[src/rtl/mult_seq_ctrl.sv]
// Sequential shift-and-add multiplier controller for the execute-stage MUL unit.
// Drives one shared external WIDTH-bit adder once per cycle for WIDTH cycles
// and returns the low WIDTH bits of op_a*op_b with a fixed latency.
module mult_seq_ctrl #(
  parameter int WIDTH = 32
) (
  input  logic             clk,
  input  logic             reset,
  input  logic             start,
  input  logic [WIDTH-1:0] op_a,
  input  logic [WIDTH-1:0] op_b,
  output logic             ready,
  output logic             busy,
  output logic             done,
  output logic [WIDTH-1:0] result,
  output logic [WIDTH-1:0] add_a,
  output logic [WIDTH-1:0] add_b,
  input  logic [WIDTH-1:0] add_sum
);

  localparam int CW = $clog2(WIDTH + 1);

  typedef enum logic [1:0] {
    IDLE = 2'd0,
    RUN  = 2'd1,
    DONE = 2'd2
  } state_t;

  state_t           state_q;
  logic             ready_q;
  logic             busy_q;
  logic             done_q;
  logic [WIDTH-1:0] acc_q,    acc_d;
  logic [WIDTH-1:0] mcand_q,  mcand_d;
  logic [WIDTH-1:0] mplier_q, mplier_d;
  logic [CW-1:0]    cnt_q,    cnt_d;
  logic [WIDTH-1:0] result_q, result_d;
  logic [WIDTH-1:0] accStep;
  logic             lastStep;

  // The accumulator only takes the adder sum when the current multiplier bit is set
  assign accStep  = mplier_q[0] ? add_sum : acc_q;
  assign lastStep = (cnt_q == CW'(WIDTH - 1));

  assign add_a  = acc_q;
  assign add_b  = ((state_q == RUN) && mplier_q[0]) ? mcand_q : '0;
  assign ready  = ready_q;
  assign busy   = busy_q;
  assign done   = done_q;
  assign result = result_q;

  // Datapath next-state: load operands on acceptance, shift-and-add while running
  always_comb begin
    acc_d    = acc_q;
    mcand_d  = mcand_q;
    mplier_d = mplier_q;
    cnt_d    = cnt_q;
    result_d = result_q;
    case (state_q)
      IDLE: begin
        if (start) begin
          acc_d    = '0;
          mcand_d  = op_a;
          mplier_d = op_b;
          cnt_d    = '0;
        end
      end
      RUN: begin
        acc_d    = accStep;
        mcand_d  = mcand_q << 1;
        mplier_d = mplier_q >> 1;
        cnt_d    = cnt_q + CW'(1);
        if (lastStep) begin
          result_d = accStep;
        end
      end
      default: begin
      end
    endcase
  end

  // Sequencer: fixed WIDTH-cycle RUN, single-cycle DONE, with status flags registered
  always_ff @(posedge clk or posedge reset) begin
    if (reset) begin
      state_q  <= IDLE;
      ready_q  <= 1'b1;
      busy_q   <= 1'b0;
      done_q   <= 1'b0;
      acc_q    <= '0;
      mcand_q  <= '0;
      mplier_q <= '0;
      cnt_q    <= '0;
      result_q <= '0;
    end else begin
      acc_q    <= acc_d;
      mcand_q  <= mcand_d;
      mplier_q <= mplier_d;
      cnt_q    <= cnt_d;
      result_q <= result_d;
      case (state_q)
        IDLE: begin
          if (start) begin
            state_q <= RUN;
            ready_q <= 1'b0;
            busy_q  <= 1'b1;
            done_q  <= 1'b0;
          end
        end
        RUN: begin
          if (lastStep) begin
            state_q <= DONE;
            ready_q <= 1'b0;
            busy_q  <= 1'b0;
            done_q  <= 1'b1;
          end
        end
        DONE: begin
          state_q <= IDLE;
          ready_q <= 1'b1;
          busy_q  <= 1'b0;
          done_q  <= 1'b0;
        end
        default: begin
          state_q <= IDLE;
          ready_q <= 1'b1;
          busy_q  <= 1'b0;
          done_q  <= 1'b0;
        end
      endcase
    end
  end

endmodule

[config.mk]
export PLATFORM = sky130hd
export DESIGN_NAME = mult_seq_ctrl
export DESIGN_NICKNAME = d
export VERILOG_FILES = /design/src/rtl/mult_seq_ctrl.sv
export SDC_FILE = /design/constraint.sdc
export NUM_CORES = 1
export LEC_CHECK = 0
export CAP_MARGIN = 20
export CORE_MARGIN = 2
export CORE_UTILIZATION = 47
export DETAILED_ROUTE_END_ITERATION = 10
export GPL_TIMING_DRIVEN = 0
export PLACE_DENSITY = 0.87
export SLEW_MARGIN = 0
export SYNTH_ARGS = -nofsm -noshare
export SYNTH_HDL_FRONTEND = slang
export SYNTH_SLANG_ARGS = --single-unit
[constraint.sdc]
create_clock -name clk -period 5.05 [get_ports clk]
set_input_delay 1.01 -clock clk [delete_from_list [all_inputs] [get_ports clk]]
set_output_delay 1.01 -clock clk [all_outputs]
set_load 0.02 [all_outputs]
Word-level counts from Yosys, hierarchy flattened
Index checks and enable logic that the tools add are counted.
{"block": "word_totals", "regBits": 139, "inputBits": 99, "out_inout_bits": 99, "word_cells": 40}
{"block": "op_classes", "add_sub_neg": 1, "eq_ne": 4, "mux": 20, "reduce_logical": 6}
{"op": "32-bit case mux with 2 select lines", "n": 3}
{"op": "32-bit two-way mux", "n": 5}
{"op": "6-bit case mux with 2 select lines", "n": 1}
{"op": "6-bit by 1-bit adder with 6-bit output, second input constant", "n": 1}
{"op": "6-bit by 5-bit == test with 1-bit output, second input constant", "n": 1}
{"op": "6-bit two-way mux", "n": 1}
{"op": "1-bit case mux with 2 select lines", "n": 3}
{"op": "2-bit AND reduction", "n": 3}
{"op": "1-bit two-way mux", "n": 4}
{"op": "2-bit two-way mux", "n": 2}
{"op": "2-bit != test, second input constant", "n": 2}
{"op": "2-bit case mux with 2 select lines", "n": 1}
{"op": "2-bit by 1-bit == test with 1-bit output, second input constant", "n": 1}
{"op": "2-bit zero test", "n": 1}
{"op": "2-bit nonzero test", "n": 1}
{"op": "1-bit logical AND", "n": 1}

Logic depth before layout (Yosys ltp)
{"block": "logic_depth", "depth_word": 3, "depth_mapped": 5, "ltp_nobuf": 4}

Worst setup path before layout
OpenSTA, ideal clock, no wires.
{"block": "synth_path", "kind": "reg-to-output", "from": "reg mplier_q[0]", "to": "out add_b[22]", "t_arrival_ps": 1344, "required_time_ps": 4040, "path_slack_ps": 2696, "path_stages_with_launch": 5, "path_buffers": 3, "path_cell_list": "dfrtp_1 > buf_2 > clkbuf_1 > clkbuf_1 > and3_1"}
{"block": "synth_via", "elab_chain_cells": 2}
{"element": "from (decl)", "line": "35", "rtl": "logic [WIDTH-1:0] mplier_q, mplier_d;"}
{"element": "from (signal assigned)", "line": "97", "rtl": "mplier_q <= mplier_d;"}
{"element": "1-bit logical AND", "line": "46", "rtl": "assign add_b = ((state_q == RUN) && mplier_q[0]) ? mcand_q : '0;"}
{"element": "32-bit two-way mux", "line": "46"}
{"element": "to (decl)", "line": "17", "rtl": "output logic [WIDTH-1:0] add_b,"}
Every way passes these cells.

Worst setup path in the final report
{"block": "layout_path", "from": "reg mplier_q[0]", "to": "out add_b[28]"}
Same word-level chain as after synthesis.

==> impl_metrics.csv <==
group,metric,value,unit
power_and_ir_drop,p_leak,3.92,nW
cts,cts_sinks,137,
cts,clkLatencyLatePin,410,ps
cells_and_area,utilization,70.0,%
critical_path,cp_data_required_time,4040,ps
sta,maxSlewViolCount,0,
sta,holdWs,483,ps
drt,dr.pass1.iters,4,
placed_design,place.gp.congestion,0.815,
cells_and_area,final_cells,936,
logic_synthesis,synth_area_leaders,"dfrtp_1 55%, mux2_2 12%, mux2i_1 9.9%",
global_routing,grt_pass1_vias,5315,
critical_path,cp-end-kind,"output port",
critical_path,slowest_stage,"clkdlybuf4s50_1",
floorplanning,coreArea,0.0131,mm²
logic_synthesis,syn_area,0.00624,mm²
floorplanning,fp.dieH,119,µm
worst_hold_path,hold_class,"reg -> reg",
sta,slew_headroom,54.7,%
global_routing,grt_pass1_wl,26.6,mm
cells_and_area,area_delta_synth_final,46.7,%
floorplanning,pin_count,198,
cells_and_area,fillers,934,
global_routing,grt_overflow,0,
cells_and_area,num-nets-final,847,
logic_synthesis,ys_types,30,
global_routing,grt_usage,23.7,%
critical_path,crit_arrival,2870,ps
cts,numCtsBuffers,17,
cts,clk_pin_slew,60,ps
cts,post_cts_buffers,0,
placed_design,dp_hpwl,11.7,mm
cts,cts_resized,0,
floorplanning,dieArea,0.0142,mm²
logic_synthesis,syn_nets,630,
logic_synthesis,yosys_warnings,0,
drt,avgViaCountPerCell,5.36,
cts,clockRootBuffer,"clkbuf_16",
logic_synthesis,syn_inst,530,
cells_and_area,mostFrequentLayoutCell,"clkdlybuf4s50_1",
cts,cts_hold_buf,0,
drt,routedWlPerCell,17.6,µm
floorplanning,fp.dieW,119,µm
cts,cts.path.max_buffers,2,
critical_path,slowest_delay,640,ps
sta,setup_slack,1170,ps
logic_synthesis,yosysTopAreaCellShare,54.5,%
logic_synthesis,ys_seq_elements,137,
sta,period_share,76.8,%
power_and_ir_drop,power.total,5.68,mW
cells_and_area,final_area,0.00916,mm²
power_and_ir_drop,powerDensity,620,mW/mm²
logic_synthesis,yosysTopAreaCell,"dfrtp_1",
placed_design,port_buffers,197,
sta,hold_viol_final,0,
critical_path,cp-start-kind,"flip-flop",
sta,skew,9.49,ps
cells_and_area,final_cell_mix,"197 x clkdlybuf4s50_1, 136 x dfrtp_1, 68 x nand2_1, 65 x o21ai_0, 64 x mux2_2",
drt,ant_nets,0,
critical_path,crit_top_cell,"clkbuf_1",
power_and_ir_drop,irDropWorstVdd,0.374,mV
placed_design,pre_cts_ws,1590,ps
status,outcome,"finished, final reports clean",
critical_path,worstSetupPathType,"reg -> out",
logic_synthesis,avgSynthCellArea,11.8,µm²
drt,drt_iter0_markers,287,
floorplanning,start_util,47.7,%
cells_and_area,multi_input_area,0.00260,mm²
sta,fmax,258,MHz
placed_design,dp_cells,904,
drt,vias,5020,
sta,finalSetupViolCount,0,
cells_and_area,seq_area,0.00343,mm²
placed_design,placed_cell_area,0.00847,mm²
critical_path,path_cells,"buf_2 > clkbuf_1 > clkbuf_1 > and3_1 > clkdlybuf4s50_1",
sta,worst_pin_slew,679,ps
sta,finalCriticalPeriod,3880,ps
job,maxCapViolations,0,
cells_and_area,num_antenna_cells,0,
floorplanning,placementRows,42,
drt,drcViolationCount,0,
cts,htree_levels,4,
sta,rsz0062_at_grt,"no",
logic_synthesis,ys_seq_area_share,54.9,%
sta,final.setup.tns,0,ps
cts,tritoncts,"yes",
drt,routed_wl,16.5,mm
global_routing,grt_max_degree,70,
cells_and_area,drive_above_1_share,15.1,%
critical_path,crit_fanout,10,
global_routing,antenna_found_initial,0,
## final timing paths
check	start	end	slack [ps]	cells past startpoint
setup / recovery	mplier_q[0]$_DFFE_PP0P_	add_b[28]	1170	5
hold / removal	mplier_q[25]$_DFFE_PP0P_	mplier_q[25]$_DFFE_PP0P_	480	2
setup reg to reg	state_q[0]$_DFFE_PP0P_	mcand_q[29]$_DFFE_PP0P_	2820	5
hold reg to reg	mplier_q[25]$_DFFE_PP0P_	mplier_q[25]$_DFFE_PP0P_	480	2
max in group asynchronous	reset	ready$_DFFE_PP1P_	3190	3
min in group asynchronous	reset	add_a[8]$_DFFE_PP0P_	1060	2
## final cells by class
class	count	area share [%]
Timing Repair Buffer	198	21.8
Tap cell	176	2.40
Multi-Input combinational cell	348	28.4
Clock inverter	13	2.71
Buffer	42	2.20
Clock buffer	19	4.84
Sequential cell	137	37.5
Inverter	3	0.178
## per-layer routing
metal / share of wire [%] / global-route usage [%]
met4: 3.2 / 11.1
met2: 50 / 38.2
met3: 4.8 / 5.56
met1: 42 / 30.3
met5: 0 / 0
## kinds of logic (layout without fill, tap and decap cells)
logic type / Yosys count / in the layout / synth area share (%)
DFF: 137 / 137 / 54.9
muxes: 126 / 126 / 21.5
and+or+nand+nor: 112 / 112 / 8.80
AOI/OAI and AO/OA: 109 / 109 / 11.2
buffers and inverters: 45 / 275 / 3.41
adders and majority gates: 1 / 1 / 0.200
## synth_stat cells
| library cell | instances |
|---|---|
| dfrtp_1 | 136 |
| nand2_1 | 68 |
| o21ai_0 | 65 |
| mux2_2 | 64 |
| mux2i_1 | 62 |
| a22o_1 | 35 |
| and3_1 | 32 |
| clkbuf_1 | 26 |
| buf_2 | 11 |
| buf_6 | 4 |
| inv_1 | 3 |
| a21oi_1 | 2 |
| nand2b_1 | 2 |
| nand3_1 | 2 |
| nor2b_1 | 2 |
| o22ai_1 | 2 |
| a211o_1 | 1 |
| a21o_1 | 1 |
| a31o_2 | 1 |
| and2_1 | 1 |
| buf_1 | 1 |
| dfstp_2 | 1 |
| ha_1 | 1 |
| nand4bb_1 | 1 |
| nor2_1 | 1 |
| nor3b_1 | 1 |
| nor4_1 | 1 |
| nor4b_4 | 1 |
| o211a_1 | 1 |
| o21bai_1 | 1 |
## sequential cells by signal, summed over array words and instances, names as in the netlist
signal    cells
add_a        32
cnt_q         6
mcand_q      32
mplier_q     32
ready         1
result       32
state_q       2
## worst max-delay path: cells and delay by family (launching register included)
kind	cells	cell delay (ps)
flip-flops	1	400
AND/OR/NAND/NOR	1	220
buffers and inverters	4	1840
## power by group
group,internal [mW],total [mW],leakage [nW],switching (mW)
registers,1.57,1.90,1.78,0.325
clock network,0.986,1.44,0.329,0.459
logic,1.19,2.33,1.81,1.14
total,3.75,5.68,3.92,1.93
No activity file was read; power rests on OpenSTA's default activity.
